**src/rtl/data_mem_dp.sv**
```systemverilog
// rtl/data_mem_dp.sv - dual-read, single-write data memory with hardware clear sweep
//
// Parameters:
//   DATA_W   word width in bits (default 8)
//   ADDR_W   address width; DEPTH = 2**ADDR_W words (default 64)
//
// Ports:
//   clk, rst            clock and synchronous active-high reset
//   enable              global access enable; no read/write/clear accepted when low
//   clear               single-cycle request to zero the whole array
//   wr_en/wr_addr/wr_data   synchronous write port
//   rd_en/rd_addr1/rd_addr2 read request for both ports
//   rd_data1/rd_data2   registered read data (1-cycle latency)
//   rd_valid            one-cycle strobe when rd_data1/rd_data2 were updated
//   busy                high while the clear sweep runs
//
// Build option:
//   DATA_MEM_BYPASS_EN  defined: write-first collision (read of the address being
//                       written returns wr_data); undefined: read-first.

module data_mem_dp #(
    parameter int DATA_W = 8,
    parameter int ADDR_W = 6
) (
    input  logic              clk,
    input  logic              rst,
    input  logic              enable,
    input  logic              clear,
    input  logic              wr_en,
    input  logic [ADDR_W-1:0] wr_addr,
    input  logic [DATA_W-1:0] wr_data,
    input  logic              rd_en,
    input  logic [ADDR_W-1:0] rd_addr1,
    input  logic [ADDR_W-1:0] rd_addr2,
    output logic [DATA_W-1:0] rd_data1,
    output logic [DATA_W-1:0] rd_data2,
    output logic              rd_valid,
    output logic              busy
);

    localparam int DEPTH = 2 ** ADDR_W;
    localparam logic [ADDR_W-1:0] LAST_ADDR = ADDR_W'(DEPTH - 1);

    typedef enum logic {
        ST_CLEAR = 1'b0,
        ST_READY = 1'b1
    } state_t;

    state_t            state;
    logic [ADDR_W-1:0] clr_ptr;
    logic [DATA_W-1:0] storage [DEPTH];

    // Request qualification. A clear request in READY takes priority and
    // drops any read or write presented in the same cycle.
    logic clr_req;
    logic access_ok;
    logic wr_acc;
    logic rd_acc;

    assign clr_req   = (state == ST_READY) && enable && clear;
    assign access_ok = (state == ST_READY) && enable && !clear;
    assign wr_acc    = access_ok && wr_en;
    assign rd_acc    = access_ok && rd_en;

    // Single array write port shared between the clear sweep and user writes.
    // Gated by rst so a write presented during reset never lands.
    logic              mem_we;
    logic [ADDR_W-1:0] mem_waddr;
    logic [DATA_W-1:0] mem_wdata;

    always_comb begin
        mem_we    = 1'b0;
        mem_waddr = wr_addr;
        mem_wdata = wr_data;
        if (!rst) begin
            if (state == ST_CLEAR) begin
                mem_we    = 1'b1;
                mem_waddr = clr_ptr;
                mem_wdata = '0;
            end else if (wr_acc) begin
                mem_we = 1'b1;
            end
        end
    end

    always_ff @(posedge clk) begin
        if (mem_we) begin
            storage[mem_waddr] <= mem_wdata;
        end
    end

    // Collision handling: each read port compares against the write address
    // independently. In the read-first build the non-blocking array update
    // naturally returns the pre-write word.
    logic byp1;
    logic byp2;

`ifdef DATA_MEM_BYPASS_EN
    assign byp1 = wr_acc && (rd_addr1 == wr_addr);
    assign byp2 = wr_acc && (rd_addr2 == wr_addr);
`else
    assign byp1 = 1'b0;
    assign byp2 = 1'b0;
`endif

    logic [DATA_W-1:0] rd_next1;
    logic [DATA_W-1:0] rd_next2;

    assign rd_next1 = byp1 ? wr_data : storage[rd_addr1];
    assign rd_next2 = byp2 ? wr_data : storage[rd_addr2];

    // Control FSM with registered outputs.
    always_ff @(posedge clk) begin
        if (rst) begin
            state    <= ST_CLEAR;
            clr_ptr  <= '0;
            busy     <= 1'b1;
            rd_valid <= 1'b0;
            rd_data1 <= '0;
            rd_data2 <= '0;
        end else begin
            case (state)
                ST_CLEAR: begin
                    rd_valid <= 1'b0;
                    // clr_ptr wraps to 0 naturally after the last address.
                    clr_ptr  <= clr_ptr + 1'b1;
                    if (clr_ptr == LAST_ADDR) begin
                        state <= ST_READY;
                        busy  <= 1'b0;
                    end
                end

                ST_READY: begin
                    if (clr_req) begin
                        state    <= ST_CLEAR;
                        clr_ptr  <= '0;
                        busy     <= 1'b1;
                        rd_valid <= 1'b0;
                    end else if (rd_acc) begin
                        rd_data1 <= rd_next1;
                        rd_data2 <= rd_next2;
                        rd_valid <= 1'b1;
                    end else begin
                        rd_valid <= 1'b0;
                    end
                end

                default: begin
                    state    <= ST_CLEAR;
                    clr_ptr  <= '0;
                    busy     <= 1'b1;
                    rd_valid <= 1'b0;
                end
            endcase
        end
    end

endmodule

```
**config.mk**
```make
export PLATFORM = sky130hd
export DESIGN_NAME = data_mem_dp
export DESIGN_NICKNAME = d
export VERILOG_FILES = /design/src/rtl/data_mem_dp.sv
export SDC_FILE = /design/constraint.sdc
export NUM_CORES = 1
export LEC_CHECK = 0
export CORE_UTILIZATION = 54
export DETAILED_ROUTE_END_ITERATION = 16
export PLACE_DENSITY_LB_ADDON = 0.3
export SETUP_SLACK_MARGIN = 0.05
export SLEW_MARGIN = 25
export SYNTH_ARGS = -nofsm -noshare
export SYNTH_HDL_FRONTEND = slang
export SYNTH_SLANG_ARGS = --single-unit
export TNS_END_PERCENT = 50
```
**constraint.sdc**
```tcl
create_clock -name clk -period 11.35 [get_ports clk]
set_input_delay 2.8375 -clock clk [delete_from_list [all_inputs] [get_ports clk]]
set_output_delay 2.8375 -clock clk [all_outputs]
set_load 0.03 [all_outputs]
```
==> summary.md, run 1 <==
| Metric | Value |
|---|---|
| Net Count, Synth | `1555` |
| M1 GR Usage | `0.422` |
| Max Slew Vio Count | `0` |
| Clock Tree Root | `clkbuf_16` |
| Share of cells above drive strength 1 | `0.171` |
| Die Area | `0.0472 sq mm` |
| Clock sinks | `537` |
| Total CTS buffers | `52` |
| Core Region | `0.0456 sq mm` |
| WP data required | `11.59 ns` |
| Post-synth EDFFs | `512` |
| Vias | `15668` |
| Worst setup margin | `5.58 ns` |
| Peak supply drop | `0.139 mV` |
| Clock Tree Buf Depth | `3` |
| Setup crit end kind | `flop` |
| Post-DRT Antenna Nets | `0` |
| Hold-fix buffers, CTS | `0` |
| Die width | `217 um` |
| Buf/Inv on CP | `2` |
| Synth-to-Final Area Change | `11.2%` |
| Final WL | `71200 um` |
| DP Wirelength | `46100 um` |
| Worst Tran Pin Value | `1.07 ns` |
| Fraction of registers with async set/reset | `0` |
| CP cell instances | `clkdlybuf4s50_1 -> nor2_2 -> buf_4 -> mux2i_1 -> and2_1 -> nand2_1 -> nor2_1` |
| Tmin final | `5.77 ns` |
| Cell Area, Synth | `0.0250 sq mm` |
| Vias in the first global route | `15256` |
| Finished Cell Area | `0.0278 sq mm` |
| Startpoint types | `input pin` |
| Avg WL per Cell | `32.5 um` |
| Worst hold path class | `flop to flop` |
| Unrepaired setup endpoints after global routing | `no` |
| Slew HR | `0.289` |
| Worst-path clk slew | `0.07 ns` |
| Critical Path AT | `6.01 ns` |
| 1st-iter DRT viols | `2036` |
| Grt ovf | `0` |
| Netlist cell types | `42` |
| Setup_tns | `0 ns` |
| Sequential cell area | `0.0159 sq mm` |
| Status | `completed` |
| Yosys top cell area share | `0.615` |
| Final core occ | `0.610` |
| Dpl cell area | `0.0260 sq mm` |
| Slowest cell delay on critical path | `0.79 ns` |
| Slowest CP cell | `clkdlybuf4s50_1` |
| Die H | `217 um` |
| Vias per inst | `7.16` |
| Post-synthesis area per instance | `16.4 sq um` |
| Synth Flop Type | `edfxtp_1` |
| Cell accounting for the most synthesized area | `edfxtp_1` |
| Fill cells | `3266` |
| Achievable Freq | `173 MHz` |
| Final total power | `0.00433 W` |
| Family with the most delay on the worst path | `simple AND/OR/NAND/NOR gates` |
| Kind of critical path | `input pin to flop` |
| I/O Pins | `50` |
| First-pass GRT wire length | `103000 um` |
| Critical R2R Launch | `state` |
| Post-CTS Resized | `0` |
| Total iterations of the first detailed-routing run | `5` |
| Htree depth | `2` |
| Sequential-to-total area share from yosys stat | `0.635` |
| Pwr/cell area | `156 mW/mm^2` |
| Met3 Usage GRT | `0.0829` |
| Leakage Power | `9.29 nW` |
| Crit-path max FO | `26` |
| CTS tree | `done` |
| Worst Hold Launch | `busy` |
| Starting Density | `0.549` |
| Layout Nets | `1578` |
| DRC | `0` |
| Row count | `78` |
| Clock Latency Late Sink | `0.62 ns` |
| Tcrit/Tclk final | `0.508` |
| Final setup viols | `0` |
| Number of I/O port buffers | `49` |
| Layout Skew | `0.0264 ns` |
| Multi-input gate area | `0.00862 sq mm` |
| # Post-CTS Setup Buffers | `0` |
| Total track usage | `0.307` |
| Syn Inst Count | `1522` |
| Initial antenna violation count | `0` |
| Ys Warns | `0` |
| Largest net degree at the start of global routing | `99` |
| GR Util met2 | `0.469` |
| Max Cap Viol | `0` |
| Worst setup startpoint | `rst` |
| Placer's final routability congestion estimate | `0.979` |
| Fin. Hold Viols | `0` |
| Yosys reg bits | `537` |
| Area contributors post-synth | `edfxtp_1, mux4_2, mux2i_1` |
| GRT Max-Usage Layer | `met2` |
| Ant diodes | `0` |
| DP Worst Slack | `5.11 ns` |
## path summary, 6_finish.rpt
path,to,slack (ns),cells past startpoint
min reg2reg,busy,0.49,1
min,busy,0.49,1
max reg2reg,storage[52][1],8.20,6
max,storage[52][1],5.58,7
## power breakdown
| part | total (W) | switching (W) | internal (W) | leakage (nW) |
|---|---|---|---|---|
| Clock | 0.00182 | 0.000771 | 0.00104 | 0.868 |
| Combinational | 0.000329 | 0.000212 | 0.000117 | 3.54 |
| Sequential | 0.00218 | 0.00000586 | 0.00218 | 4.88 |
## cell usage after synthesis, types with 2 or more instances
| cell | n |
|---|---|
| mux4_2 | 122 |
| a22oi_1 | 192 |
| inv_1 | 2 |
| mux2i_1 | 258 |
| and3_1 | 2 |
| clkbuf_1 | 42 |
| a211o_1 | 2 |
| a21oi_1 | 7 |
| nor3_1 | 3 |
| mux4_1 | 6 |
| a221o_1 | 15 |
| nand3_1 | 74 |
| buf_1 | 6 |
| nand2b_1 | 6 |
| edfxtp_1 | 512 |
| nand4_1 | 16 |
| and2_1 | 4 |
| nand3b_1 | 7 |
| a41oi_1 | 16 |
| buf_6 | 5 |
| nand2_1 | 24 |
| o21ai_0 | 6 |
| or2_2 | 3 |
| nor2_1 | 77 |
| dfxtp_1 | 25 |
| nor3b_2 | 2 |
| buf_2 | 55 |
| nor2b_1 | 16 |
| buf_8 | 4 |
## final cells by class
class                      count  share of cell area
sequential                   537               0.571
multi-input combinational    870               0.310
clock buffer                  59              0.0481
tap                          600              0.0270
timing repair buffer          82              0.0267
clock inverter                39              0.0170
inverter                       2            0.000270
## flip-flops by register name, summed over array words and instances (netlist names)
signal and count:
rd_valid 1, state 1, rd_data2 8, clr_ptr 6, busy 1, storage 512
rd_data1 8
## placed cells by master, fill, tap and decap left out, types with 8 or more instances in the layout
| cell | n |
|---|---|
| nand3_1 | 74 |
| nand4_1 | 16 |
| a22oi_1 | 192 |
| clkinv_2 | 10 |
| edfxtp_1 | 512 |
| nor2b_4 | 8 |
| mux2i_1 | 258 |
| clkbuf_16 | 52 |
| a41oi_1 | 16 |
| buf_4 | 35 |
| dfxtp_1 | 25 |
| nor2_1 | 74 |
| nand2_1 | 24 |
| mux4_2 | 122 |
| a221o_1 | 15 |
| clkdlybuf4s50_1 | 45 |
| bufinv_16 | 8 |
## per-stage QoR
step           std cells  hold slack, ns
3_3_place_gp        2091           0.474
5_1_grt             2189           0.510
4_1_cts             2189           0.483
6_report            2189           0.485
2_1_floorplan       1522           0.495
3_5_place_dp        2091           0.458
## routing by layer
metal | wire (um) | vias up
li1 | - | 6379
met1 | 26500 | 8038
met3 | 8800 | 150
met2 | 33000 | 1101
met4 | 2800 | 0
met5 | 0 | -
## kinds of logic (layout without fill, tap and decap cells)
family,Yosys count,in the layout,synth area share
muxes,387,387,0.220
AOI/OAI and AO/OA,242,242,0.0737
adders and majority gates,1,1,0.000500
buffers and inverters,115,182,0.0240
xor gates and xnor gates,1,1,0.000350
DFF,537,537,0.635
and+or+nand+nor,239,239,0.0469
(Power assumes the default switching activity.)
==> inputs of run 2 (changes only) <==
Clock period 11.35 ns to 6 ns, I/O delays scaled along.
==> run 2 against run 1 <==
Against the previous run: clock skew down 0.00079 ns; non-clock buffer count rose by 5; critical path type unchanged; clock-buffer cell count grew 9; combinational power up 88%; wire length fell by 3.5%; global-route usage fell by 1.3 points.
==> summary.md, run 2 (same netlist as run 1, synthesis figures left out) <==
| Metric | Value |
|---|---|
| Top Metal Used | `met4` |
| Die H | `217 um (unchanged)` |
| Vias | `15526 (-0.91%)` |
| Startpoint types | `input pin` |
| Slew HR | `0.295 (+0.00597)` |
| Met2 wire length | `31300 um (-5.2%)` |
| WP data required | `6.20 ns (-5.39 ns)` |
| Peak supply drop | `0.276 mV (+98%)` |
| Max Slew Vio Count | `0 (unchanged)` |
| Commonest cells after routing, fill and taps aside | `edfxtp_1, mux2i_1, a22oi_1, mux4_2, nand3_1` |
| DRC | `0 (unchanged)` |
| Core Region | `0.0456 sq mm (unchanged)` |
| Layout Nets | `1585 (+0.44%)` |
| Clock Latency Late Sink | `0.61 ns (about the same)` |
| Post-DRT Antenna Nets | `0 (unchanged)` |
| Placer's final routability congestion estimate | `0.926 (-5.5%)` |
| Initial antenna violation count | `1 (+1)` |
| Clock Tree Buf Depth | `3 (unchanged)` |
| Avg WL per Cell | `31.3 um (-3.6%)` |
| Flop-to-flop setup slack | `2.98 ns (-5.22 ns)` |
| Total track usage | `0.294 (-0.0126)` |
| Max Cap Viol | `0 (unchanged)` |
| Vias per inst | `7.09 (-1.0%)` |
| Largest regs | `storage x512, rd_data1 x8, rd_data2 x8` |
| CTS tree | `done` |
| Ant diodes | `0 (unchanged)` |
| Unrepaired setup endpoints after global routing | `no` |
| Layout Skew | `0.0256 ns (-0.000791 ns)` |
| Final setup viols | `0 (unchanged)` |
| Post-layout instance count excluding filler cells | `2191 (+0.091%)` |
| Hold-fix buffers, CTS | `0 (unchanged)` |
| Kind of critical path | `input pin to flop` |
| Leakage Power | `9.26 nW (-0.22%)` |
| Met3 routed WL | `8370 um (-4.9%)` |
| Post-CTS Resized | `0 (unchanged)` |
| I/O Pins | `50 (unchanged)` |
| Dpl cell area | `0.0261 sq mm (+0.34%)` |
| Critical Path AT | `4.22 ns (-1.79 ns)` |
| Tmin final | `4.01 ns` |
| Pwr/cell area | `286 mW/mm^2 (+84%)` |
| Clock Tree Root | `clkbuf_16` |
| Finished Cell Area | `0.0277 sq mm (-0.36%)` |
| Synth-to-Final Area Change | `10.8%` |
| Final WL | `68700 um (-3.5%)` |
| 1st-iter DRT viols | `2055 (+0.93%)` |
| Total iterations of the first detailed-routing run | `6 (+1)` |
| Tcrit/Tclk final | `0.668` |
| Most common cell after layout, fill and taps aside | `edfxtp_1` |
| Max reg flops | `512 (unchanged)` |
| Starting Density | `0.549 (unchanged)` |
| DP Wirelength | `44200 um (-4.0%)` |
| Total CTS buffers | `54 (+3.8%)` |
| Setup_tns | `0 ns (unchanged)` |
| Reg with most FFs | `storage` |
| Achievable Freq | `249 MHz` |
| Fin. Hold Viols | `0 (unchanged)` |
| Htree depth | `2 (unchanged)` |
| Worst hold path class | `flop to flop` |
| Clock sinks | `537 (unchanged)` |
| Largest net degree at the start of global routing | `96 (-3.0%)` |
| Crit-path max FO | `17 (-35%)` |
| Die width | `217 um (unchanged)` |
| Vias in the first global route | `15260 (+0.026%)` |
| Row count | `78 (unchanged)` |
| Grt ovf | `0 (unchanged)` |
| First-pass GRT wire length | `100000 um (-2.9%)` |
| Placed insts | `2096 (+0.24%)` |
| Die Area | `0.0472 sq mm (unchanged)` |
| Worst Tran Pin Value | `1.06 ns (-0.0101 ns)` |
| Number of I/O port buffers | `49 (unchanged)` |
| Worst-path clk slew | `0.06 ns (about the same)` |
| Share of cells above drive strength 1 | `0.165 (-0.00587)` |
| # Post-CTS Setup Buffers | `0 (unchanged)` |
| M1 WL | `26600 um (+0.21%)` |
| Status | `completed` |
| Setup crit end kind | `flop` |
## run 2: changes by cell type in the layout (fill, tap and decap cells not counted), moves of 3 or more
cell	change
bufinv_16	-5
clkinv_4	-5
buf_12	+3
clkbuf_1	+8
clkinv_1	+6
clkinvlp_4	-7
## run 2: through the flow
stage / setup WS (ns) / hold WS (ns) / total power, W / utilization
floorplan: 1.82 / 0.495 / 0.00461 / -
global route: 1.83 / 0.504 / 0.00810 / 0.608
detailed placement: 1.45 / 0.466 / 0.00482 / 0.572
finish: 1.99 / 0.480 / 0.00792 / 0.608
global placement: 1.50 / 0.470 / 0.00481 / 0.572
CTS: 2.09 / 0.484 / 0.00792 / 0.608
## run 2: final cells by class
class	count	area, sq um
clock buffer	68	1400
tap	600	751
clock inverter	27	213
multi-input combinational	870	8640
inverter	2	7.51
sequential	537	15900
timing repair buffer	87	822
fill	3286	17900
## run 2: worst paths after layout
kind / to / startpoint / cells past startpoint
worst max-delay path: storage[44][6] / rst / 7
worst min-delay path: busy / busy / 1
worst max register to register: storage[44][6] / state / 5
worst min register to register: busy / busy / 1
## run 2: layer usage
layer,GRT usage,vias up
li1,-,6381
met1,0.416,7997
met2,0.443,999
met3,0.0762,149
met4,0.104,0
met5,0,-
## run 2: critical path, cell delays in order
cell	delay, ns
clkdlybuf4s50_1	0.39
buf_4	0.19
nor2_2	0.20
mux2i_1	0.38
and2_1	0.22
nand2_1	0.40
nor2_1	0.90
## run 2: power by group
part           total (W)  internal [W]  switching (W)
Combinational   0.000620      0.000224       0.000395
Sequential       0.00413       0.00412      0.0000105
Clock            0.00317       0.00177        0.00140
Total            0.00792       0.00612        0.00180
